===== config.mk =====
export PLATFORM = sky130hd
export DESIGN_NAME = alu_inst_decoder
export DESIGN_NICKNAME = d
export VERILOG_FILES = /design/src/rtl/alu_pkg.sv /design/src/rtl/alu_decode_comb.sv /design/src/rtl/alu_inst_decoder.sv
export SDC_FILE = /design/constraint.sdc
export NUM_CORES = 1
export LEC_CHECK = 0
export ABC_AREA = 1
export BUFFER_PORTS_ARGS = -buffer_cell sky130_fd_sc_hd__buf_2
export CAP_MARGIN = 20
export CORE_ASPECT_RATIO = 1.75
export CORE_MARGIN = 2
export CORE_UTILIZATION = 40
export CTS_BUF_LIST = sky130_fd_sc_hd__clkbuf_16
export DETAILED_ROUTE_END_ITERATION = 8
export PLACE_DENSITY_LB_ADDON = 0.08
export SKIP_CTS_REPAIR_TIMING = 1
export SLEW_MARGIN = 20
export SYNTH_ARGS = -nofsm -noshare
export SYNTH_HDL_FRONTEND = slang
export SYNTH_SLANG_ARGS = --single-unit

===== constraint.sdc =====
create_clock -name clk -period 2.2 [get_ports clk]
set_clock_uncertainty 0.2 [all_clocks]
set_input_delay 0.11 -clock clk [delete_from_list [all_inputs] [get_ports clk]]
set_output_delay 0.11 -clock clk [all_outputs]
set_load 0.02 [all_outputs]

===== src/rtl/alu_pkg.sv =====
// Shared encodings and the decoded control bundle for the RV64I integer ALU path.
package alu_pkg;

    localparam int ALU_XLEN = 64;

    localparam logic [6:0] OP        = 7'b0110011;
    localparam logic [6:0] OP_IMM    = 7'b0010011;
    localparam logic [6:0] OP_32     = 7'b0111011;
    localparam logic [6:0] OP_IMM_32 = 7'b0011011;

    localparam logic [2:0] ADD_SUB = 3'b000;
    localparam logic [2:0] SLL     = 3'b001;
    localparam logic [2:0] SLT     = 3'b010;
    localparam logic [2:0] SLTU    = 3'b011;
    localparam logic [2:0] XOR     = 3'b100;
    localparam logic [2:0] SRL_SRA = 3'b101;
    localparam logic [2:0] OR      = 3'b110;
    localparam logic [2:0] AND     = 3'b111;

    localparam logic [6:0] FUNC7_BASE = 7'b0000000;
    localparam logic [6:0] FUNC7_ALT  = 7'b0100000;

    typedef struct packed {
        logic                illegal;
        logic [2:0]          func3;
        logic [6:0]          func7;
        logic [5:0]          shamt;
        logic [ALU_XLEN-1:0] imm;
        logic                use_imm;
        logic                is_word;
        logic                is_cmp;
        logic [4:0]          rd;
        logic [4:0]          rs1;
        logic [4:0]          rs2;
    } alu_ctrl_t;

    // W-form instructions only exist for add/sub and the shifts.
    function automatic logic word_func3_ok(input logic [2:0] f3);
        return (f3 == ADD_SUB) || (f3 == SLL) || (f3 == SRL_SRA);
    endfunction

endpackage


===== src/rtl/alu_decode_comb.sv =====
// Purely combinational decode of one 32-bit instruction into the ALU control bundle.
module alu_decode_comb
    import alu_pkg::*;
(
    input  logic [31:0] instr,
    output alu_ctrl_t   ctrl
);

    logic [6:0] opcode;
    logic [2:0] f3;
    logic [6:0] f7;
    logic [5:0] hi6;
    logic       is_shift;
    logic       legal;
    alu_ctrl_t  d;

    assign opcode   = instr[6:0];
    assign f3       = instr[14:12];
    assign f7       = instr[31:25];
    assign hi6      = instr[31:26];
    assign is_shift = (f3 == SLL) || (f3 == SRL_SRA);

    always_comb begin
        // NOTE: every variable gets a default before the case so no latch is inferred;
        // combinational logic uses blocking assignments so later lines see earlier ones.
        d       = '0;
        legal   = 1'b0;
        d.func3 = f3;
        d.rd    = instr[11:7];
        d.rs1   = instr[19:15];
        d.is_cmp = (f3 == SLT) || (f3 == SLTU);

        case (opcode)
            OP, OP_32: begin
                d.func7   = f7;
                d.rs2     = instr[24:20];
                d.is_word = (opcode == OP_32);
                legal = (f7 == FUNC7_BASE) ||
                        ((f7 == FUNC7_ALT) && ((f3 == ADD_SUB) || (f3 == SRL_SRA)));
                if (d.is_word) legal = legal && word_func3_ok(f3);
            end
            OP_IMM, OP_IMM_32: begin
                d.use_imm = 1'b1;
                d.imm     = {{(ALU_XLEN-12){instr[31]}}, instr[31:20]};
                d.is_word = (opcode == OP_IMM_32);
                if (is_shift) begin
                    d.func7 = {hi6, 1'b0};
                    d.shamt = instr[25:20];
                end
                legal = !is_shift || (hi6 == 6'b000000) ||
                        ((f3 == SRL_SRA) && (hi6 == FUNC7_ALT[6:1]));
                // A 32-bit shift cannot name a shift amount of 32 or more.
                if (d.is_word) legal = legal && word_func3_ok(f3) && !(is_shift && instr[25]);
            end
            default: legal = 1'b0;
        endcase

        if (!legal) begin
            d         = '0;
            d.illegal = 1'b1;
        end
    end

    assign ctrl = d;

endmodule


===== src/rtl/alu_inst_decoder.sv =====
// Registered ALU instruction decoder: output register plus one skid entry, with saturating stats.
module alu_inst_decoder
    import alu_pkg::*;
#(
    parameter int XLEN  = ALU_XLEN,
    parameter int CNT_W = 16
) (
    input  logic             clk,
    input  logic             rst,
    input  logic             in_valid,
    output logic             in_ready,
    input  logic [31:0]      in_instr,
    output logic             out_valid,
    input  logic             out_ready,
    output logic [2:0]       out_func3,
    output logic [6:0]       out_func7,
    output logic [5:0]       out_shamt,
    output logic [XLEN-1:0]  out_imm,
    output logic             out_use_imm,
    output logic             out_is_word,
    output logic             out_is_cmp,
    output logic [4:0]       out_rd,
    output logic [4:0]       out_rs1,
    output logic [4:0]       out_rs2,
    output logic             out_illegal,
    output logic [CNT_W-1:0] cnt_decoded,
    output logic [CNT_W-1:0] cnt_illegal
);

    alu_ctrl_t dec;
    alu_ctrl_t out_q;
    alu_ctrl_t skid_q;
    logic      out_v;
    logic      skid_v;
    logic      in_fire;
    logic      out_fire;

    alu_decode_comb u_decode (
        .instr (in_instr),
        .ctrl  (dec)
    );

    assign in_ready = !skid_v;
    assign in_fire  = in_valid && in_ready;
    assign out_fire = out_v && out_ready;

    always_ff @(posedge clk) begin
        // NOTE: sequential state uses non-blocking assignments so every register samples pre-edge values.
        if (rst) begin
            out_v  <= 1'b0;
            skid_v <= 1'b0;
            out_q  <= '0;
            skid_q <= '0;
        end else if (out_fire || !out_v) begin
            // Output slot frees up: the older skid entry always goes first.
            if (skid_v) begin
                out_q  <= skid_q;
                out_v  <= 1'b1;
                skid_v <= 1'b0;
            end else if (in_fire) begin
                out_q <= dec;
                out_v <= 1'b1;
            end else begin
                out_v <= 1'b0;
            end
        end else if (in_fire) begin
            skid_q <= dec;
            skid_v <= 1'b1;
        end
    end

    always_ff @(posedge clk) begin
        if (rst) begin
            cnt_decoded <= '0;
            cnt_illegal <= '0;
        end else if (out_fire) begin
            if (cnt_decoded != '1) cnt_decoded <= cnt_decoded + CNT_W'(1);
            if (out_q.illegal && (cnt_illegal != '1)) cnt_illegal <= cnt_illegal + CNT_W'(1);
        end
    end

    assign out_valid   = out_v;
    assign out_func3   = out_q.func3;
    assign out_func7   = out_q.func7;
    assign out_shamt   = out_q.shamt;
    assign out_imm     = XLEN'($signed(out_q.imm));
    assign out_use_imm = out_q.use_imm;
    assign out_is_word = out_q.is_word;
    assign out_is_cmp  = out_q.is_cmp;
    assign out_rd      = out_q.rd;
    assign out_rs1     = out_q.rs1;
    assign out_rs2     = out_q.rs2;
    assign out_illegal = out_q.illegal;

endmodule

==> impl_metrics.tcl, run 1 <==
set metrics [dict create \
    cts-buffers-inserted 17 \
    comb_power_share 0.089 \
    syn_inst 883 \
    finalSetupViolCount 0 \
    p_sw_frac 0.254 \
    synth_compound_area_frac 0.169 \
    wl_mm 17.1 \
    cts_max_level 4 \
    finalHoldViolations 0 \
    hold_class "input pin to register" \
    async_flop_share 0 \
    crit_path_end_kind "register" \
    dieArea_mm2 0.0169 \
    min_from "in_instr[2]" \
    maxSlewViolCount 0 \
    vias 5979 \
    tightest_slew_ps 527 \
    antenna_found_initial 0 \
    setup_tns_ps 0 \
    rr_worst_depth 9 \
    synth_area_mm2 0.00634 \
    num_rows 60 \
    critPathKind "register to register" \
    postPlaceCellArea_mm2 0.00695 \
    synth_top_area_share 0.404 \
    crit_required_ps 2340 \
    wl_per_cell_um 14.1 \
    holdPathStages 6 \
    start_kind "register" \
    area_growth_pct 23.7 \
    fp.dieH_um 171 \
    final_cells 1217 \
    irDropWorstVdd_mv 0.514 \
    fin_crit_sh 0.879 \
    dp_hpwl_mm 11.8 \
    yosys.area_share.simple 0.257 \
    synth_warnings 0 \
    initial_core_util 0.410 \
    antenna_cells 0 \
    syn_avg_cell_area_um2 7.19 \
    first_global_vias 5531 \
    max_cap_violations 0 \
    gp_congestion 0.871 \
    synth_ff_type "dfxtp_1" \
    clock_latency_ps 410 \
    synth_top_area_cell "dfxtp_1" \
    power_frac_seq 0.414 \
    crit_arrival_ps 2070 \
    clock_sinks 128 \
    synth_top_family_by_area "simple AND/OR/NAND/NOR gates" \
    crit_fanout 13 \
    max-slew-margin-rel 0.649 \
    fmax_ghz 0.517 \
    path_clk_slew_ps 60 \
    nNetsFinal 1056 \
    synth_xor_area_frac 0.0304 \
    drive_above_1_share 0.251 \
    vias_per_cell 4.91 \
    port_buffers 168 \
    post-route-min-period_ps 1930 \
    power_per_cell_area_mw_per_mm2 745 \
    synth_most_common_cell "nand2_1" \
    r2r_end "cnt_decoded[5]" \
    hold_path_end "skid_q[19]" \
    synth_fa_ha_area_frac 0.00394 \
    final_core_util 0.507 \
    dp.cells 1156 \
    status "finished, final reports clean" \
    p_int_w 0.00436 \
    synth_nets 921 \
    yosys-top-cells-area "dfxtp_1 40%, nand2_1 11%, a21oi_1 10%" \
    design_area_mm2 0.00785 \
    grt_pass1_wl_mm 27.7 \
    clock_path_buffers 2 \
    synth_edf_count 0 \
    ios 169 \
    ys_ff_latch 128 \
    dr.pass1.iters 4 \
    grt_max_degree 67 \
    r2r-start "cnt_decoded[0]" \
    ys_types 31 \
    core_area_mm2 0.0155 \
    synthMuxAreaShare 0 \
    clkPwrFrac 0.497 \
    cts_root_buffer "clkbuf_16" \
    ys_seq_area_frac 0.404 \
    p_sw_w 0.00148 \
    ff2ff_setup_slack_ps 270 \
    die_x_um 99.2 \
    power.leakage_nw 3.49 \
    synth_common_cells "193 x nand2_1, 129 x a21oi_1, 128 x dfxtp_1" \
    drtIter0Drc 229 \
    cts_tree "done" \
    grt-ovfl-total 0 \
    detail-route-antenna-nets 0 \
    rsz0062_at_grt "false" \
    hold-worst-slack_ps 133 \
    grt_usage 0.203 \
    drc 0 \
]
[worst max-delay path, cell delays in order, from the launching register on]
cell and delay [ps]:
dfxtp_1 400, ha_1 250, nand3_1 150, nor3_2 180, nand3_1 110, nand2_2 170
inv_2 140, nand3_1 90, nand2_1 50, a21oi_1 120
[sequential cells by signal, indices dropped and copies added, names as in the netlist]
signal,cells
out_func3,3
out_rs1,5
out_is_cmp,1
out_rd,5
out_rs2,5
out_imm,12
out_illegal,1
out_is_word,1
skid_q,47
cnt_decoded,16
out_func7,7
out_use_imm,1
cnt_illegal,16
out_valid,1
skid_v,1
out_shamt,6
[worst max path at each step]
stage | start | endpoint | slack, ps
6_report | cnt_decoded[0] | cnt_decoded[5] | 270
5_1_grt | cnt_decoded[0] | cnt_decoded[5] | 30
4_1_cts | cnt_decoded[0] | cnt_decoded[6] | 250
3_5_place_dp | cnt_decoded[0] | cnt_decoded[6] | 270
3_3_place_gp | cnt_illegal[0] | cnt_illegal[14] | 310
2_1_floorplan | cnt_decoded[0] | cnt_decoded[10] | 270
[metal layers]
metal	track usage	wire length, um	up-vias
met5	0	0	-
met4	0.0721	260	0
met3	0.0339	589	15
met2	0.364	9040	124
met1	0.241	7250	2714
li1	-	-	3126
[kinds of logic (layout without fill, tap and decap cells)]
kind of cell / after synthesis / count (layout)
XOR/XNOR: 22 / 22
AO/OA/AOI/OAI: 206 / 206
flip-flops: 128 / 128
buffers and inverters: 151 / 299
AND/OR/NAND/NOR: 374 / 374
adder cells (fa/ha/maj): 2 / 2
[final cells by class]
cell class / instances / area [um2]
clock inverters: 15 / 184
repair buffers: 218 / 1330
fillers: 1613 / 7620
clock buffers: 17 / 425
multi-input cells: 604 / 2920
flip-flops and latches: 128 / 2560
well taps: 186 / 233
inverters: 49 / 194
[power groups by stage]
stage                     Sequential, W  Combinational [W]  Clock, W
after global placement          0.00247           0.000483         0
final                           0.00242           0.000519   0.00291
after global routing            0.00243           0.000577   0.00307
after floorplan                 0.00252           0.000274         0
after detailed placement        0.00247           0.000486         0
after CTS                       0.00242           0.000488   0.00296
[placed cells by master, fill, tap and decap left out]
| cell | count |
|---|---|
| nand2_1 | 193 |
| buf_2 | 168 |
| a21oi_1 | 129 |
| dfxtp_1 | 128 |
| nor2_1 | 78 |
| o21ai_0 | 65 |
| nand3_1 | 46 |
| inv_1 | 40 |
| dlygate4sd3_1 | 29 |
| nand4_1 | 22 |
| buf_4 | 18 |
| clkbuf_16 | 17 |
| nor3_1 | 16 |
| xor2_1 | 15 |
| a21oi_2 | 10 |
| inv_2 | 7 |
| nand2_2 | 7 |
| xnor2_1 | 7 |
| inv_6 | 6 |
| nor2_4 | 3 |
| clkinvlp_4 | 3 |
| bufinv_16 | 3 |
| clkinv_4 | 3 |
| buf_12 | 3 |
| nor2_2 | 2 |
| nor3_2 | 2 |
| nand2_4 | 2 |
| ha_1 | 2 |
| clkinv_2 | 2 |
| nand3_2 | 1 |
| a211oi_1 | 1 |
| nor3_4 | 1 |
| or2_2 | 1 |
| o211ai_1 | 1 |
[metrics by stage]
stage	setup WS, ps	total power [W]
floorplan	274	0.00279
global placement	311	0.00295
global route	26.6	0.00607
finish	267	0.00584
detailed placement	267	0.00295
CTS	252	0.00587
(Power assumes the default switching activity.)
==> inputs of run 2 (changes only) <==
--- a/config.mk
+++ b/config.mk
@@ -13,9 +13,11 @@
 export CORE_UTILIZATION = 40
 export CTS_BUF_LIST = sky130_fd_sc_hd__clkbuf_16
 export DETAILED_ROUTE_END_ITERATION = 8
+export GPL_TIMING_DRIVEN = 0
 export PLACE_DENSITY_LB_ADDON = 0.08
 export SKIP_CTS_REPAIR_TIMING = 1
 export SLEW_MARGIN = 20
 export SYNTH_ARGS = -nofsm -noshare
 export SYNTH_HDL_FRONTEND = slang
+export SYNTH_HIERARCHICAL = 1
 export SYNTH_SLANG_ARGS = --single-unit
==> run 2 against run 1 <==
  * The run now ends with negative hold slack left
  * Non-clock buffer count is 133 higher
  * First-iteration DRC count is 100% higher
  * Largest cell class is now flip-flops and latches
  * Final area is 62% higher
  * Fmax is 4.0% lower
  * Hold slack worse by 160 ps
==> impl_metrics.tcl, run 2 <==
set metrics [dict create \
    cts_root_buffer "clkbuf_16" \
    grt_pass1_wl_mm 50.1 \
    cts_tree "done" \
    crit_arrival_ps 2200 \
    dieArea_mm2 0.0274 \
    wl_per_cell_um 15.7 \
    start_kind "register" \
    fp.dieH_um 218 \
    final_cells 2044 \
    holdPathStages 6 \
    maxSlewViolCount 0 \
    mostFrequentLayoutCells "497 x nand2_1, 232 x dfxtp_1, 207 x buf_2" \
    rr_worst_depth 6 \
    detail-route-antenna-nets 0 \
    vias 10200 \
    synth_top_area_share 0.446 \
    vias_per_cell 4.98 \
    drive_above_1_share 0.193 \
    mostFrequentLayoutCell "nand2_1" \
    max-slew-margin-rel 0.425 \
    crit_fanout 10 \
    fin_total_pwr_w 0.00905 \
    cp.depth 6 \
    hold-worst-slack_ps -28.7 \
    syn_inst 1480 \
    violations "negative hold slack" \
    cp_top_family "buffers and inverters" \
    path_buf_inv 4 \
    clock_latency_ps 520 \
    cpMostUsedCell "buf_2" \
    power.leakage_nw 5.22 \
    slowest_delay_ps 370 \
    layout_setup_ws_ps 186 \
    synth_ff_type "dfxtp_1" \
    dpl_worst_slack_ps -521 \
    critPathKind "register to register" \
    synth_top_area_cell "dfxtp_1" \
    synth_most_common_cell "nand2_1" \
    clock_sinks 232 \
    syn_avg_cell_area_um2 7.04 \
    path_clk_slew_ps 60 \
    ios 169 \
    tightest_slew_ps 863 \
    setup_tns_ps 0 \
    power_frac_seq 0.488 \
    area_growth_pct 21.7 \
    grt_usage 0.225 \
    power_per_cell_area_mw_per_mm2 714 \
    gp_congestion 0.850 \
    synth_warnings 6 \
    clkPwrFrac 0.405 \
    async_flop_share 0 \
    hold_class "input pin to register" \
    dr.pass1.iters 5 \
    antenna_found_initial 5 \
    ys_ff_latch 232 \
    fin_crit_sh 0.915 \
    crit_path_end_kind "register" \
    finalHoldViolations 4 \
    drc 0 \
    crit_required_ps 2380 \
    clock_path_buffers 3 \
    first_global_vias 9578 \
    design_area_mm2 0.0127 \
    p_int_w 0.00665 \
    p_sw_frac 0.265 \
    max_cap_violations 0 \
    dp_hpwl_mm 22.4 \
    ys_seq_area_frac 0.446 \
    finalSetupViolCount 0 \
    core_area_mm2 0.0258 \
    cpMaxStageDelayCell "a21oi_4" \
    largest_reg_flops 99 \
    nNetsFinal 1747 \
    fmax_ghz 0.497 \
    wl_mm 32.0 \
    synth_common_cells "497 x nand2_1, 232 x dfxtp_1, 116 x nor2_1" \
    comb_power_share 0.107 \
    port_buffers 167 \
    initial_core_util 0.404 \
    cts_max_level 1 \
    post-route-min-period_ps 2010 \
    worstPathCellList "buf_4, inv_2, a21oi_4, buf_2, buf_2, a31oi_1" \
    dp.cells 1973 \
    grt-ovfl-total 0 \
    num_rows 78 \
    regMostFlops "skid_q" \
    postPlaceCellArea_mm2 0.0117 \
    synth_edf_count 0 \
    die_x_um 126 \
    ys_types 32 \
    rsz0062_at_grt "false" \
    drtIter0Drc 458 \
    grt_max_degree 31 \
    cts-buffers-inserted 23 \
    status "finished with violations" \
    p_sw_w 0.00240 \
    synth_area_mm2 0.0104 \
    irDropWorstVdd_mv 0.467 \
    yosys-top-cells-area "dfxtp_1 45%, nand2_1 18%, a31oi_1 6.0%" \
]
run 2: changes by cell type in the layout (fill, tap and decap cells not counted), moves of 13 or more:
cell / change
clkbuf_1: +37
o21ai_0: +15
buf_4: +50
nand2_1: +304
a21oi_1: -14
dfxtp_1: +104
nor2_1: +36
nand4_1: -15
inv_1: +43
buf_2: +39
a31oi_1: +100
xor2_1: -13
o21ai_1: +21
run 2: power groups by stage:
stage	Sequential [W]	Clock, W	Combinational [W]
after CTS	0.00442	0.00376	0.000936
after detailed placement	0.00451	0	0.000933
final	0.00442	0.00367	0.000966
after global routing	0.00443	0.00392	0.00106
after global placement	0.00451	0	0.000929
after floorplan	0.00466	0	0.000415
run 2: cells by family after synthesis:
group / count (synthesis) / synth area share
AND/OR/NAND/NOR: 690 / 0.265
flip-flops: 232 / 0.446
adder cells (fa/ha/maj): 2 / 0.00240
other: 1 / 0.000360
AO/OA/AOI/OAI: 319 / 0.168
buffers and inverters: 233 / 0.117
XOR/XNOR: 3 / 0.00252
run 2: layout make-up:
cell class	count	area (um2)
tap	320	400
clock buffer	23	576
sequential	232	4640
multi-input combinational	1021	4590
inverter	80	305
buffer	153	911
clock inverter	16	88.8
antenna	1	2.50
fill	2752	13100
timing repair buffer	198	1160
run 2: layer usage:
metal	track usage	vias up	share of wire
li1	-	5217	-
met1	0.262	4707	0.41
met2	0.416	206	0.51
met3	0.0471	41	0.054
met4	0.0564	8	0.019
met5	0	-	0.0014
run 2: worst min-delay path: stages:
cell and delay, ps:
buf_2 160, o21ai_4 100, nand3_1 90, nor2_1 70
nand2_1 60, a21oi_1 50
run 2: final timing paths:
kind              slack (ps)   startpoint     endpoint
setup / recovery         190       skid_v  out_imm[28]
hold / removal           -30  in_instr[5]   skid_q[93]
setup reg to reg         190       skid_v  out_imm[28]
hold reg to reg          260   skid_q[13]   skid_q[13]
run 2: through the flow:
step | hold slack [ps] | util
floorplan | 81.4 | -
global placement | 239 | 0.453
detailed placement | 237 | 0.454
CTS | -317 | 0.480
global route | 24.0 | 0.492
finish | -28.7 | 0.492
==> inputs of run 3 (changes only) <==
--- a/config.mk
+++ b/config.mk
@@ -15,6 +15,7 @@
 export DETAILED_ROUTE_END_ITERATION = 8
 export GPL_TIMING_DRIVEN = 0
 export PLACE_DENSITY_LB_ADDON = 0.08
+export REMOVE_ABC_BUFFERS = 1
 export SKIP_CTS_REPAIR_TIMING = 1
 export SLEW_MARGIN = 20
 export SYNTH_ARGS = -nofsm -noshare
==> run 3 against run 2 <==
  * The run still ends with negative hold slack left
  * Non-clock buffer count shrank 124
  * Sequential power is essentially flat
  * Clock-buffer cell count grew 2
  * Total power grew 3.6%
  * Via count shrank 4.5%
  * Utilization shrank 0.73 points
  * Routed wire length shrank 6.3%
  * Worst setup slack lost 67 ps
  * Sequential share of layout area grew 0.58 points
==> impl_metrics.tcl, run 3 (synthesis gave the netlist of run 2 again) <==
set metrics [dict create \
    dieArea_mm2 0.0274 \
    antenna_found_initial 0 \
    cpMostUsedCell "buf_16" \
    clock_latency_ps 520 \
    tightest_slew_ps 680 \
    nNetsFinal 1626 \
    mostFrequentLayoutCells "497 x nand2_1, 231 x dfxtp_1, 167 x buf_2" \
    dp_hpwl_mm 16.6 \
    grt_max_degree 100 \
    max_cap_violations 0 \
    max-slew-margin-rel 0.546 \
    first_global_vias 8916 \
    wl_mm 30.0 \
    fp.dieH_um 218 \
    port_buffers 168 \
    core_area_mm2 0.0258 \
    vias 9718 \
    drtIter0Drc 538 \
    cts_root_buffer "clkbuf_16" \
    cts-buffers-inserted 24 \
    area_growth_pct 19.9 \
    power.leakage_nw 4.94 \
    crit_arrival_ps 2330 \
    worstPathCellList "buf_16, inv_12, nand3_4, buf_16, inv_8, nand2_1, a21oi_1" \
    regMostFlops "skid_q" \
    die_x_um 126 \
    num_rows 78 \
    finalHoldViolations 1 \
    dr.pass1.iters 4 \
    gp_congestion 0.839 \
    cp_top_family "buffers and inverters" \
    crit_required_ps 2450 \
    multiInputGateArea_mm2 0.00462 \
    wl_per_cell_um 15.6 \
    wl_met1_mm 12.5 \
    hold_class "input pin to register" \
    hold-worst-slack_ps -14.7 \
    drc 0 \
    crit_fanout 54 \
    dpl_worst_slack_ps -1390 \
    clock_sinks 232 \
    grt_pass1_wl_mm 45.7 \
    final_cells 1923 \
    ios 169 \
    path_clk_slew_ps 60 \
    nFillCells 2660 \
    seq_area_mm2 0.00465 \
    vias_per_cell 5.05 \
    violations "negative hold slack" \
    start_kind "register" \
    finalSetupViolCount 0 \
    largest_reg_flops 99 \
    power_per_cell_area_mw_per_mm2 751 \
    antenna_cells 0 \
    mostFrequentLayoutCell "nand2_1" \
    irDropWorstVdd_mv 0.680 \
    maxSlewViolCount 0 \
    drive_above_1_share 0.158 \
    clock_path_buffers 3 \
    met3_length_mm 1.37 \
    grt_usage 0.199 \
    layout_setup_ws_ps 119 \
    ff2ff_setup_slack_ps 120 \
    routed.top_layer "met4" \
    detail-route-antenna-nets 0 \
    status "finished with violations" \
    critPathKind "register to register" \
    fin_crit_sh 0.946 \
    dp.cells 1835 \
    fmax_ghz 0.480 \
    met2WireLength_mm 15.6 \
    cts_max_level 1 \
    crit_path_end_kind "register" \
    grt-ovfl-total 0 \
    path_buf_inv 4 \
    cts_tree "done" \
    slowest_delay_ps 370 \
    initial_core_util 0.404 \
    rsz0062_at_grt "false" \
    cpMaxStageDelayCell "dfxtp_4" \
    post-route-min-period_ps 2080 \
]
==> run 3: through the flow <==
step,util,instance area (um2),TNS (ps),total power (W)
floorplan,-,9530,-798400,0.00499
global placement,0.418,10800,-1964080,0.00536
detailed placement,0.435,11200,-179310,0.00543
CTS,0.464,12000,-183450,0.00944
global route,0.485,12500,0,0.00972
finish,0.485,12500,0,0.00938
==> run 3: final timing paths <==
kind / from / endpoint / cells after the start
worst max-delay path: skid_v / skid_q[75] / 7
worst min-delay path: in_instr[5] / skid_q[96] / 6
worst max register to register: skid_v / skid_q[75] / 7
worst min register to register: skid_q[91] / skid_q[91] / 2
==> run 3: area by class of cell <==
| class | instances | share of cell area |
|---|---|---|
| sequential | 232 | 0.372 |
| timing repair inverter | 1 | 0.000902 |
| tap | 320 | 0.0321 |
| clock inverter | 16 | 0.00982 |
| timing repair buffer | 227 | 0.137 |
| clock buffer | 25 | 0.0501 |
| inverter | 80 | 0.0275 |
| multi-input combinational | 1022 | 0.370 |
==> run 3: per-layer routing <==
| layer | global-route usage | vias to the layer above |
|---|---|---|
| li1 | - | 4984 |
| met1 | 0.239 | 4497 |
| met2 | 0.365 | 201 |
| met3 | 0.0299 | 36 |
| met4 | 0.0560 | 0 |
| met5 | 0 | - |
==> run 3: where the power goes <==
| group | total [W] | switching (W) | internal (W) | leakage [nW] |
|---|---|---|---|---|
| Sequential | 0.00442 | 0.0000826 | 0.00434 | 1.89 |
| Combinational | 0.000980 | 0.000635 | 0.000345 | 2.67 |
| Clock | 0.00398 | 0.00170 | 0.00228 | 0.380 |
| Total | 0.00938 | 0.00242 | 0.00696 | 4.94 |
==> run 3: worst register-to-register path, delay by kind of cell, from the launching register on <==
family,cells,cell delay (ps)
buffers and inverters,4,1030
DFF,1,370
and+or+nand+nor,2,280
AOI/OAI and AO/OA,1,140
